[src/rtl/wb_pkg.sv]
// Shared Wishbone fabric definitions: state encoding, error data pattern, mainboard slave map.
// Latency: n/a (definitions only). Backpressure: n/a.
package wb_pkg;

  typedef enum logic [1:0] {
    ST_IDLE   = 2'd0,
    ST_ACTIVE = 2'd1,
    ST_RESP   = 2'd2
  } fab_state_e;

  // Read data returned on unmapped or timed-out transfers, sliced to DAT_BITS by users.
  localparam logic [63:0] ERR_PATTERN = '1;

  localparam int SLV_VDP   = 0;
  localparam int SLV_ROM   = 1;
  localparam int SLV_GROM  = 2;
  localparam int SLV_CROM  = 3;
  localparam int SLV_SPROM = 4;
  localparam int SLV_PEB   = 8;

endpackage

[src/rtl/wb_watchdog.sv]
// Cycle watchdog: counts enabled cycles from a clear and flags when LIMIT is reached.
// Latency: expired_o is combinational from the count register. Backpressure: none.
module wb_watchdog #(
  parameter int LIMIT = 255
) (
  input  logic clk,
  input  logic reset_n,
  input  logic clr_i,
  input  logic en_i,
  output logic expired_o
);

  localparam int CW = $clog2(LIMIT + 1);

  logic [CW-1:0] cnt_q, cnt_d;

  assign expired_o = en_i && (cnt_q == CW'(LIMIT));

  // Saturates at LIMIT so a late clear never sees a wrapped count.
  always_comb begin
    cnt_d = cnt_q;
    if (clr_i) begin
      cnt_d = '0;
    end else if (en_i && !expired_o) begin
      cnt_d = cnt_q + CW'(1);
    end
  end

  always_ff @(posedge clk or negedge reset_n) begin
    if (!reset_n) begin
      cnt_q <= '0;
    end else begin
      cnt_q <= cnt_d;
    end
  end

endmodule

[src/rtl/wb_fabric.sv]
// Registered single-outstanding Wishbone fabric, one master to NSLAVES slaves; watchdog under WB_FABRIC_TIMEOUT_EN.
// Latency: strobe to ack >= 2 cycles, one transfer per 3 cycles. Backpressure: master holds stb until ack; cyc low aborts.
module wb_fabric
  import wb_pkg::*;
#(
  parameter int NSLAVES  = 8,
  parameter int ADR_BITS = 24,
  parameter int SEL_BITS = 4,
  parameter int DAT_BITS = 8,
  parameter int TIMEOUT  = 255
) (
  input  logic                          clk,
  input  logic                          reset_n,
  input  logic [0:ADR_BITS-1]           m_adr_i,
  input  logic [0:DAT_BITS-1]           m_dat_i,
  input  logic                          m_we_i,
  input  logic [0:0]                    m_sel_i,
  input  logic                          m_stb_i,
  input  logic                          m_cyc_i,
  output logic [0:DAT_BITS-1]           m_dat_o,
  output logic                          m_ack_o,
  output logic                          m_err_o,
  output logic [0:ADR_BITS-1]           s_adr_o,
  output logic [0:DAT_BITS-1]           s_dat_o,
  output logic                          s_we_o,
  output logic                          s_sel_o,
  output logic                          s_cyc_o,
  output logic [0:NSLAVES-1]            s_stb_o,
  input  logic [0:NSLAVES*DAT_BITS-1]   s_dat_i,
  input  logic [0:NSLAVES-1]            s_ack_i
);

  if (NSLAVES < 1 || NSLAVES > (1 << SEL_BITS) || TIMEOUT < 1 || TIMEOUT > 65535) begin : g_cfg_err
    $error("wb_fabric: parameter out of range");
  end

  fab_state_e          state_q, state_d;
  logic                unmapped_q, unmapped_d;
  logic [0:ADR_BITS-1] s_adr_q, s_adr_d;
  logic [0:DAT_BITS-1] s_dat_q, s_dat_d;
  logic                s_we_q, s_we_d;
  logic                s_sel_q, s_sel_d;
  logic                s_cyc_q, s_cyc_d;
  logic [0:NSLAVES-1]  s_stb_q, s_stb_d;
  logic [0:DAT_BITS-1] m_dat_q, m_dat_d;
  logic                m_ack_q, m_ack_d;
  logic                m_err_q, m_err_d;

  logic [0:SEL_BITS-1] sel_idx;
  logic [0:DAT_BITS-1] rd_dat;
  logic                ack_hit;
  logic                wd_expired;

  assign sel_idx = m_adr_i[0 +: SEL_BITS];

  // The strobe register is one-hot on the selected slave, so it doubles as the ack/data select.
  assign ack_hit = |(s_ack_i & s_stb_q);

  always_comb begin
    rd_dat = '0;
    for (int k = 0; k < NSLAVES; k++) begin
      if (s_stb_q[k]) begin
        rd_dat = s_dat_i[k*DAT_BITS +: DAT_BITS];
      end
    end
  end

`ifdef WB_FABRIC_TIMEOUT_EN
  logic wd_en;
  logic wd_clr;

  assign wd_en  = (state_q == ST_ACTIVE) && !unmapped_q;
  assign wd_clr = (state_q != ST_ACTIVE);

  wb_watchdog #(
    .LIMIT (TIMEOUT)
  ) u_watchdog (
    .clk       (clk),
    .reset_n   (reset_n),
    .clr_i     (wd_clr),
    .en_i      (wd_en),
    .expired_o (wd_expired)
  );
`else
  assign wd_expired = 1'b0;
`endif

  always_comb begin
    state_d    = state_q;
    unmapped_d = unmapped_q;
    s_adr_d    = s_adr_q;
    s_dat_d    = s_dat_q;
    s_we_d     = s_we_q;
    s_sel_d    = s_sel_q;
    s_cyc_d    = s_cyc_q;
    s_stb_d    = s_stb_q;
    m_dat_d    = m_dat_q;
    m_err_d    = m_err_q;
    m_ack_d    = 1'b0;

    case (state_q)
      ST_IDLE: begin
        if (m_cyc_i && m_stb_i) begin
          s_adr_d = m_adr_i;
          s_dat_d = m_dat_i;
          s_we_d  = m_we_i;
          s_sel_d = m_sel_i[0];
          // Unmapped accesses also pass through ACTIVE (with no strobe) so their ack lands at cycle 2 like a fast slave.
          state_d = ST_ACTIVE;
          if (32'(sel_idx) < NSLAVES) begin
            unmapped_d = 1'b0;
            s_cyc_d    = 1'b1;
            for (int k = 0; k < NSLAVES; k++) begin
              s_stb_d[k] = (32'(sel_idx) == k);
            end
          end else begin
            unmapped_d = 1'b1;
          end
        end
      end

      ST_ACTIVE: begin
        if (!m_cyc_i) begin
          s_stb_d = '0;
          s_cyc_d = 1'b0;
          state_d = ST_IDLE;
        end else if (unmapped_q || (!ack_hit && wd_expired)) begin
          s_stb_d = '0;
          s_cyc_d = 1'b0;
          m_dat_d = ERR_PATTERN[DAT_BITS-1:0];
          m_err_d = 1'b1;
          m_ack_d = 1'b1;
          state_d = ST_RESP;
        end else if (ack_hit) begin
          if (!s_we_q) begin
            m_dat_d = rd_dat;
          end
          s_stb_d = '0;
          s_cyc_d = 1'b0;
          m_err_d = 1'b0;
          m_ack_d = 1'b1;
          state_d = ST_RESP;
        end
      end

      ST_RESP: begin
        state_d = ST_IDLE;
      end

      default: begin
        s_stb_d = '0;
        s_cyc_d = 1'b0;
        state_d = ST_IDLE;
      end
    endcase
  end

  always_ff @(posedge clk or negedge reset_n) begin
    if (!reset_n) begin
      state_q    <= ST_IDLE;
      unmapped_q <= 1'b0;
      s_adr_q    <= '0;
      s_dat_q    <= '0;
      s_we_q     <= 1'b0;
      s_sel_q    <= 1'b0;
      s_cyc_q    <= 1'b0;
      s_stb_q    <= '0;
      m_dat_q    <= '0;
      m_ack_q    <= 1'b0;
      m_err_q    <= 1'b0;
    end else begin
      state_q    <= state_d;
      unmapped_q <= unmapped_d;
      s_adr_q    <= s_adr_d;
      s_dat_q    <= s_dat_d;
      s_we_q     <= s_we_d;
      s_sel_q    <= s_sel_d;
      s_cyc_q    <= s_cyc_d;
      s_stb_q    <= s_stb_d;
      m_dat_q    <= m_dat_d;
      m_ack_q    <= m_ack_d;
      m_err_q    <= m_err_d;
    end
  end

  assign m_dat_o = m_dat_q;
  assign m_ack_o = m_ack_q;
  assign m_err_o = m_err_q;
  assign s_adr_o = s_adr_q;
  assign s_dat_o = s_dat_q;
  assign s_we_o  = s_we_q;
  assign s_sel_o = s_sel_q;
  assign s_cyc_o = s_cyc_q;
  assign s_stb_o = s_stb_q;

endmodule

[config.mk]
export PLATFORM = sky130hd
export DESIGN_NAME = wb_fabric
export DESIGN_NICKNAME = d
export VERILOG_FILES = /design/src/rtl/wb_pkg.sv /design/src/rtl/wb_watchdog.sv /design/src/rtl/wb_fabric.sv
export SDC_FILE = /design/constraint.sdc
export NUM_CORES = 1
export LEC_CHECK = 0
export CAP_MARGIN = 20
export CORE_ASPECT_RATIO = 0.5
export CORE_MARGIN = 5
export CORE_UTILIZATION = 41
export DETAILED_ROUTE_END_ITERATION = 10
export PLACE_DENSITY = 0.87
export RECOVER_POWER = 100
export SLEW_MARGIN = 25
export SYNTH_ARGS = -nofsm -noshare
export SYNTH_HDL_FRONTEND = slang
export SYNTH_SLANG_ARGS = --single-unit
[constraint.sdc]
create_clock -name clk -period 5.1 [get_ports clk]
set_input_delay 0.765 -clock clk [delete_from_list [all_inputs] [get_ports clk]]
set_output_delay 0.765 -clock clk [all_outputs]
set_load 0.005 [all_outputs]
==> Word level (Yosys, flattened, before mapping) <==
Index checks and enable logic that the tools add are counted.
W data, S select, Z words.
{ "op_classes": {"order_cmp": 1, "eq_ne": 13, "n_mux": 34, "n_bitwise": 2, "n_reduce_logical": 10} }
{ "op_table": {"columns": ["operator", "n"], "rows": [
  ["$mux W8", 16],
  ["$pmux W8 S3", 1],
  ["$eq A4 B3 Y1 const B", 4],
  ["$mux W1", 11],
  ["$and A8 B8 Y8", 1],
  ["$eq A4 B2 Y1 const B", 2],
  ["$mux W2", 4],
  ["$reduce_and A4 Y1", 2],
  ["$reduce_or A8 Y1", 1],
  ["$ne A2 B2 Y1 const B", 3],
  ["$eq A4 B1 Y1 const B", 1],
  ["$logic_not A4 Y1", 1],
  ["$lt A4 B4 Y1 const B", 1],
  ["$ne A4 B4 Y1 const B", 1],
  ["$pmux W2 S2", 1],
  ["$reduce_and A2 Y1", 2],
  ["$pmux W1 S3", 1],
  ["$reduce_and A3 Y1", 1],
  ["$eq A2 B1 Y1 const B", 1],
  ["$eq A2 B2 Y1 const B", 1],
  ["$logic_not A2 Y1", 1],
  ["$reduce_bool A2 Y1", 1],
  ["$logic_and A1 B1 Y1", 1],
  ["$not A1 Y1", 1]
]} }
{ "word_totals": {"ff_bits": 56, "inputBits": 110, "out_inout_bits": 53, "word_cells": 71} }

==> Depth between registers and ports, before layout <==
{ "depth": {"depth_word": 11, "ltp_mapped": 7, "depth_no_buf": 5} }

==> Least setup slack after synthesis <==
OpenSTA, ideal clock, no wires.
{ "synth_path": {"path_kind": "input to register", "from": "input m_cyc_i", "to": "register s_adr_q (netlist bit s_adr_o[0])", "setup_time_ns": 0.125, "t_arrival_ns": 1.800, "required_time_ns": 4.975, "setup_slack_ns": 3.175, "stages": 4, "n_path_buf": 1, "path_cell_list": "nand3b_1 nor2_1 buf_2 mux2_2"} }
{ "synth_between": {"elab_chain_cells": 2} }
{ "synth_rtl": {"columns": ["element", "line_no", "text"], "rows": [
  ["start: declaration", "wb_fabric.sv:19", "input logic m_cyc_i,"],
  ["$logic_and A1 B1 Y1", "wb_fabric.sv:103", "if (m_cyc_i && m_stb_i) begin"],
  ["$reduce_and A2 Y1 (no line)", null, null],
  ["end signal: assignment", "wb_fabric.sv:174", "s_adr_q <= s_adr_d;"],
  ["end: declaration", "wb_fabric.sv:39", "logic [0:ADR_BITS-1] s_adr_q, s_adr_d;"]
]} }
Every way passes these cells.
A chain may end at the register's enable or synchronous reset.

==> Final worst setup path <==
{ "layout_path": {"from": "input m_cyc_i", "to": "register s_dat_q (netlist bit s_dat_o[6])"} }
{ "layout_between": {"elab_chain_cells": 2} }
{ "layout_rtl": {"columns": ["element", "line_no", "text"], "rows": [
  ["$logic_and A1 B1 Y1", "wb_fabric.sv:103", null],
  ["$reduce_and A2 Y1 (no line)", null, null],
  ["end signal: assignment", "wb_fabric.sv:175", "s_dat_q <= s_dat_d;"],
  ["end: declaration", "wb_fabric.sv:40", "logic [0:DAT_BITS-1] s_dat_q, s_dat_d;"]
]} }
Every way passes these cells.

==> impl_metrics.env <==
export IMPL_hold_path_cell_count=1
export IMPL_vias=2682
export IMPL_max_freq_ghz=0.318
export IMPL_seq_area_frac_synth_pct=49.9
export IMPL_die_w_um=126
export IMPL_cts_num_sinks=55
export IMPL_path_class="in2reg"
export IMPL_cts_buffer_depth=2
export IMPL_numCtsBuffers=5
export IMPL_grt_usage_pct=21.3
export IMPL_synth_most_common_cell="dfrtp_1"
export IMPL_regToRegSetupSlack_ns=2.51
export IMPL_fin_crit_ns=3.14
export IMPL_diodes=0
export IMPL_stdcell_count=494
export IMPL_path_max_fanout=34
export IMPL_worst_slew_pin_slew_ns=2.84
export IMPL_num_rows=21
export IMPL_drc=0
export IMPL_total_leakage_power_nw=1.85
export IMPL_post_cts_buffers=0
export IMPL_synthTopCellsByCount="dfrtp_1 (55), mux2_2 (34), o221ai_1 (16)"
export IMPL_synth_cell_area_mm2=0.00276
export IMPL_reg2reg_from="state_q[1]"
export IMPL_final_setup_viol_count=0
export IMPL_violations="max-capacitance violations, max-slew violations"
export IMPL_skew_ns=0.00463
export IMPL_slew_headroom_pct=-89.4
export IMPL_core_area_mm2=0.00660
export IMPL_drv_cap=2
export IMPL_finalHoldViolCount=0
export IMPL_root_buffer="clkbuf_16"
export IMPL_slew_violations=91
export IMPL_clkPwrFrac_pct=25.2
export IMPL_cp_end_kind="register"
export IMPL_placed_area_mm2=0.00441
export IMPL_syn2layout_area_growth_pct=64.1
export IMPL_wl_per_cell_um=18.7
export IMPL_portBuffers=162
export IMPL_hold_class="reg2reg"
export IMPL_ir_drop_v=0.000181
export IMPL_num_io_pins=163
export IMPL_synth_area_top_cells="dfrtp_1 (50%), mux2_2 (14%), o221ai_1 (5.1%)"
export IMPL_status="finished, violations left"
export IMPL_routabilityCongestion=0.896
export IMPL_die_h_um=68.0
export IMPL_die_area_mm2=0.00856
export IMPL_p_seq_share_pct=43.3
export IMPL_avgSynthCellArea_um2=11.1
export IMPL_synth_ff_type="dfrtp_1"
export IMPL_rsz0062_at_grt="no"
export IMPL_drtIter0Drc=257
export IMPL_grt_pass1_vias=2794
export IMPL_swShare_pct=27.3
export IMPL_placed_cells=486
export IMPL_antenna_found_initial=0
export IMPL_min_delay_start="s_cyc_o"
export IMPL_setup_slack_ns=1.96
export IMPL_start_util_pct=41.8
export IMPL_grt_start_max_net_pins=56
export IMPL_viasPerCell=5.43
export IMPL_seqCellArea_mm2=0.00138
export IMPL_syn_inst=248
export IMPL_final_area_mm2=0.00452
export IMPL_cts_resized=0
export IMPL_place_ws_ns=2.60
export IMPL_internal_power_mw=0.996
export IMPL_ys_ff_latch=55
export IMPL_dr_pass1_iters=4
export IMPL_hpwlAfterDp_mm=7.12
export IMPL_insertion_delay_ns=0.29
export IMPL_final_util_pct=68.6
export IMPL_ff2ff_path_depth=4
export IMPL_synth_async_reset_ratio_pct=100
export IMPL_hold_ws_ns=0.499
export IMPL_grt_ovfl_total=0
export IMPL_grt_pass1_wl_mm=14.4
export IMPL_cp_required_ns=5.28
export IMPL_fillers=473
export IMPL_r2r_end="s_dat_o[6]"
export IMPL_powerDensity_mw_per_mm2=303
export IMPL_cts_tree="yes"
export IMPL_synth_top_area_cell="dfrtp_1"
export IMPL_nets=511
export IMPL_synth_warnings=0
export IMPL_cts_hold_buf=0
export IMPL_cts_reportedPaths_clkPinSlew_ns=0.07
export IMPL_syn_num_nets=358
export IMPL_setup_tns_final_ns=0
export IMPL_pwr_share_comb_pct=31.5
export IMPL_ys_types=37
export IMPL_htreeDepth=2
export IMPL_min_to="s_cyc_o"
export IMPL_drive_gt1_share_pct=11.2
export IMPL_finalPower_mw=1.37
export IMPL_multi_input_area_mm2=0.00121
export IMPL_start_kind="primary input"
export IMPL_period_share_pct=61.7
export IMPL_arrival_ns=3.32
export IMPL_switchingPower_mw=0.374
export IMPL_wl_mm=9.25
export IMPL_synthDominantCellAreaShare_pct=49.9
export IMPL_synth_edff_count=0
export IMPL_detail_route_antenna_nets=0
==> area by class of cell <==
type                       instances  area share (%)
timing repair buffer             164            35.9
clock buffer                       5            2.77
tap                               92            2.54
inverter                          13            1.08
sequential                        55            30.4
clock inverter                     3           0.526
multi-input combinational        162            26.7
==> critical path, cell delays in order <==
cell and delay (ns):
dlygate4sd3_1 0.54, nand3b_1 0.16, nor2_2 0.12, clkbuf_1 1.28
mux2_2 0.45
==> power by group through the flow <==
stage / Sequential (mW) / Clock, mW / Combinational [mW]
finish: 0.594 / 0.346 / 0.431
global route: 0.609 / 0.375 / 0.464
CTS: 0.601 / 0.350 / 0.475
detailed placement: 0.608 / 0 / 0.471
global placement: 0.602 / 0 / 0.457
floorplan: 0.597 / 0 / 0.158
==> logic make-up after synthesis <==
logic type | share of synthesized area [%]
AO/OA/AOI/OAI | 23.0
flip-flops | 49.9
buffers and inverters | 5.36
AND/OR/NAND/NOR | 7.85
multiplexers | 13.9
==> registers in the layout, indices dropped and copies added, names as in the netlist <==
register,cells
m_ack_o,1
m_dat_o,8
m_err_o,1
s_adr_o,24
s_cyc_o,1
s_dat_o,8
s_sel_o,1
s_stb_o,8
s_we_o,1
state_q,2
==> placed cells by master, fill, tap and decap left out, types with 2 or more instances in the layout <==
master           count
nor2b_1              4
clkbuf_1             2
o2bb2ai_1            8
clkdlybuf4s50_1    107
dfrtp_1             55
inv_1               12
a21oi_1              9
a21boi_0             2
o21ai_0             10
mux2_2              34
a32o_1               4
clkbuf_16            5
a221oi_1            10
dlygate4sd3_1       54
o221ai_1            16
nand3_1              2
nor2_1              15
a31oi_1              8
nor3_1               3
a22o_1               2
a21o_1               3
a22oi_1              9
nand2_1             15
==> how the worst max path moves through the flow <==
stage / startpoint / end / slack [ns] / cells past startpoint
after detailed placement: m_cyc_i / m_dat_o[1] / 2.60 / 6
final: m_cyc_i / s_dat_o[6] / 1.96 / 5
after CTS: s_stb_o[5] / s_stb_o[5] / 2.67 / 1
after global placement: m_cyc_i / m_dat_o[6] / 2.64 / 6
after floorplan: m_cyc_i / s_adr_o[0] / 3.18 / 4
after global routing: reset_n / s_stb_o[5] / 1.42 / 2
==> layer usage <==
metal | vias to the layer above | global-route usage [%] | part of all wire (%)
met3 | 22 | 4.21 | 4.8
met5 | - | 0 | 0
met4 | 0 | 8.29 | 2.9
li1 | 1244 | - | -
met1 | 1324 | 23.0 | 37
met2 | 92 | 42.4 | 55
(Power assumes the default switching activity.)
